### src/rtl/spi_rx_checker_sat_counter.sv
// Saturating up-counter with a synchronous clear that takes priority over increment.
module sat_counter #(
   parameter int W = 16
) (
   input  logic         clk,
   input  logic         rst_n,
   input  logic         clear,
   input  logic         inc,
   output logic [W-1:0] count
);

   always_ff @(posedge clk or negedge rst_n) begin
      if (!rst_n) begin
         count <= '0;
      end else if (clear) begin
         count <= '0;
      end else if (inc && (count != '1)) begin
         count <= count + 1'b1;
      end
   end

endmodule

### config.mk
export PLATFORM = sky130hd
export DESIGN_NAME = sat_counter
export DESIGN_NICKNAME = d
export VERILOG_FILES = /design/src/rtl/spi_rx_checker_sat_counter.sv
export SDC_FILE = /design/constraint.sdc
export NUM_CORES = 1
export LEC_CHECK = 0
export BUFFER_PORTS_ARGS = -buffer_cell sky130_fd_sc_hd__buf_2
export CAP_MARGIN = 20
export CORE_UTILIZATION = 25
export CTS_CLUSTER_SIZE = 20
export DETAILED_ROUTE_END_ITERATION = 10
export SKIP_CTS_REPAIR_TIMING = 1
export SLEW_MARGIN = 10
export SYNTH_ARGS = -nofsm -noshare
export SYNTH_HDL_FRONTEND = slang
export SYNTH_SLANG_ARGS = --single-unit
### constraint.sdc
create_clock -name clk -period 2 [get_ports clk]
set_input_delay 0.2 -clock clk [delete_from_list [all_inputs] [get_ports clk]]
set_output_delay 0.2 -clock clk [all_outputs]
set_load 0.05 [all_outputs]
==> summary.txt <==
Die
  – # IOs: 20
  – Core area: roughly 0.0035 mm2
  – Die Span Y: 63.39 um
  – Die area: 0.004018 mm2
  – Die Wd: 63.39 um
  – Row cnt: 21
  – Initial Util: a little over a quarter

Min path
  – Hold Crit Depth: 3
  – Hold Path Class: in -> reg
  – Hold EP: count[1]
  – Min-Delay Startpoint: inc

Place
  – Post-detail-place hpwl: 1625 um
  – Port Buffer Count: 19
  – Placed Area: 0.001086 mm2
  – Gpl congestion: 0.7725

Run
  – Max Cap Violations: 0

Synthesis
  – Mapped Cells: a little under 100
  – #FFs+latches synth: 16
  – Synth top area cells: dfrtp_1 42%, a21oi_1 5.8%, o31ai_1 5.6%
  – Post-Synth Simple-Gate Area: 31.21%
  – Combinational family with the most area after synthesis: simple AND/OR/NAND/NOR gates
  – Post-Synth XOR/XNOR Area: 0%
  – Top cell type's share of synthesized area: 42.50%
  – Synth area leader: dfrtp_1
  – Compound-Gate Fraction of Synth Area: roughly 16%
  – Post-Syn Area per Cell: 9.614 um2
  – Synth cell types: 28
  – Sequential element share of the synthesized area: 42.50%
  – Post-Syn Nets: about 100
  – Warnings from Yosys: 0
  – Adder-cell area share of the yosys netlist: 1.328%
  – Syn Std Cell Area: 942.2 um2
  – Mux contribution to synthesized area: 4.781%

Layout
  – Top flop regs: count: 16 flops
  – ANT cells: 0
  – Layout area overhead: 22.97%
  – Layout cells sized above 1: 30.83%
  – Top reg by flops: count
  – Fillcell total: 375
  – Final non-filler cell area: between 0.001 and 0.0015 mm2
  – Nets: approximately 130
  – Max reg flops: 16

Pwr
  – Peak VDD IR: around 0.17 mV
  – Power density over the cells: around 570 mW/mm2
  – Static Leak: ~0.52 nW

Route
  – Via count: between 800 and 900
  – Remaining DRCs: 0
  – Pre-antenna DRT Iters: 4
  – WL final: 2262 um
  – Vias/cell: slightly above 5
  – WL/cell: 13.63 um
  – Post-DRT Antenna Nets: 0
  – Initial drt markers: 63

CTS
  – Worst-path clk slew: 70 ps
  – H-tree Lvls: 1
  – CTS tree: built
  – Clock Latency Late Sink: around 250 ps
  – Num CTS Buffers: 3
  – Root Buffer Master: clkbuf_8
  – Clock Sinks: 16
  – CTS max path bufs: 2

STA
  – Final hold viol count: 0
  – Final min period: approximately 1900 ps
  – Unrepaired setup endpoints after global routing: no
  – F_max: 0.5267 GHz
  – Hold Slack: 262.1 ps
  – Max-Slew Margin vs Limit: 61.40%
  – Final setup fails: 0
  – Slew @ Worst Pin: 578.3 ps
  – Setup TNS: 0 ps
  – Final Slew Violations: 0
  – Clk_skew: between 2 and 2.5 ps
  – Final Cycle Share: 94.94%

Critical path
  – Reg2Reg Launch Point: count[0]
  – Worst Setup Start Kind: register
  – Crit Path Class: reg -> reg
  – CP required: 2170 ps
  – R2R Setup Slk: 100 ps
  – R2R depth: 6
  – Maximum fanout along the worst path: 6
  – CP endpoint kind: register
  – WP data arrival: 2070 ps
  – R2R Path End: count[3]

GRT
  – Largest net degree at the start of global routing: 23
  – Number of global-route vias before repair: 801
  – Initial antenna violation count: 0
  – Aggregate global routing overflow: 0
  – Global Route Usage Sum: 12.16%
  – First-pass GRT wire length: 3822 um

Run status
  – Status: complete, no violations
[synth_stat cells]
| library cell | instances |
|---|---|
| o21ai_1 | 3 |
| nor3_1 | 1 |
| or4_2 | 2 |
| nand3b_1 | 1 |
| nor4_4 | 1 |
| or3_2 | 1 |
| o31ai_1 | 7 |
| nand4_1 | 6 |
| ha_1 | 1 |
| nor4_1 | 4 |
| a211oi_2 | 1 |
| or3_1 | 2 |
| and3_1 | 2 |
| buf_6 | 1 |
| nand3_1 | 3 |
| o21ai_0 | 1 |
| and4_2 | 2 |
| or4_1 | 5 |
| dfrtp_1 | 16 |
| nand4_2 | 1 |
| clkbuf_1 | 4 |
| nor2b_1 | 4 |
| mux2_1 | 4 |
| o211ai_2 | 1 |
| nor2_1 | 4 |
| inv_1 | 3 |
| a21oi_1 | 11 |
| nand2_1 | 6 |
[routing by layer]
metal / part of all wire (%) / GRT usage, %
met4: 0.75 / 3.409
met2: 46 / 18.75
met5: 0 / 0
met1: 50 / 16.52
met3: 3.8 / 3.261
[area by class of cell]
class                   count  area (um2)  share of cell area [%]
multi-input cells          74       504.2                   43.52
well taps                  46       57.56                   4.968
clock buffers               4       55.05                   4.752
repair buffers             23       127.6                   11.02
flip-flops and latches     16       402.9                   34.77
inverters                   3       11.26                  0.9719
[cells by family after synthesis]
kind of cell               Yosys count
buffers and inverters                8
adders and majority gates            1
muxes                                4
DFF                                 16
and+or+nand+nor                     45
AOI/OAI and AO/OA                   24
[placed cells by master (no fill, tap or decap)]
master and n:
a21oi_1 11, nor4_1 4, nor2b_1 4, inv_1 3
nand2_1 6, a211oi_2 1, and4_2 2, dlygate4sd3_1 1
ha_1 1, mux2_1 4, dfrtp_2 2, nor2_1 4
o31ai_1 7, or3_1 2, nand4_2 1, or3_2 1
o211ai_2 1, buf_4 3, and3_1 2, nand4_1 6
or4_2 2, o21ai_1 3, buf_2 19, nand3_1 3
or4_1 5, nor4_4 1, o21ai_0 1, clkbuf_8 4
dfrtp_1 14, nand3b_1 1, nor3_1 1
[report_power, final]
group,leakage (nW),total [mW],internal (mW),switching (mW)
clock network,0.0288,0.288,0.174,0.114
registers,0.219,0.331,0.327,0.00419
logic,0.270,0.0469,0.0108,0.0361
[worst max-delay path by stage]
stage               startpoint        end  slack [ps]  cells after the start
floorplan             count[0]  count[15]          50                      5
global placement      count[0]  count[15]         150                      5
detailed placement    count[0]   count[9]          80                      5
CTS                   count[0]   count[9]          70                      5
global route          count[0]   count[3]          20                      6
finish                count[0]   count[3]         100                      6
[through the flow]
step | util [%] | power, mW | worst slack (ps) | std cells
2_1_floorplan | - | 0.3652 | 51.66 | 98
3_3_place_gp | 31.31 | 0.3819 | 152.7 | 160
3_5_place_dp | 31.31 | 0.3836 | 83.31 | 160
4_1_cts | 32.90 | 0.6753 | 72.22 | 164
5_1_grt | 33.41 | 0.6970 | 21.00 | 166
6_report | 33.41 | 0.6661 | 101.2 | 166
[worst max-delay path: stages, from the launching register on]
cell     delay [ps]
dfrtp_2         440
ha_1            250
nand4_2         130
nor4_4           80
buf_4           160
or4_2           610
a21oi_1         170
(Power assumes the default switching activity.)
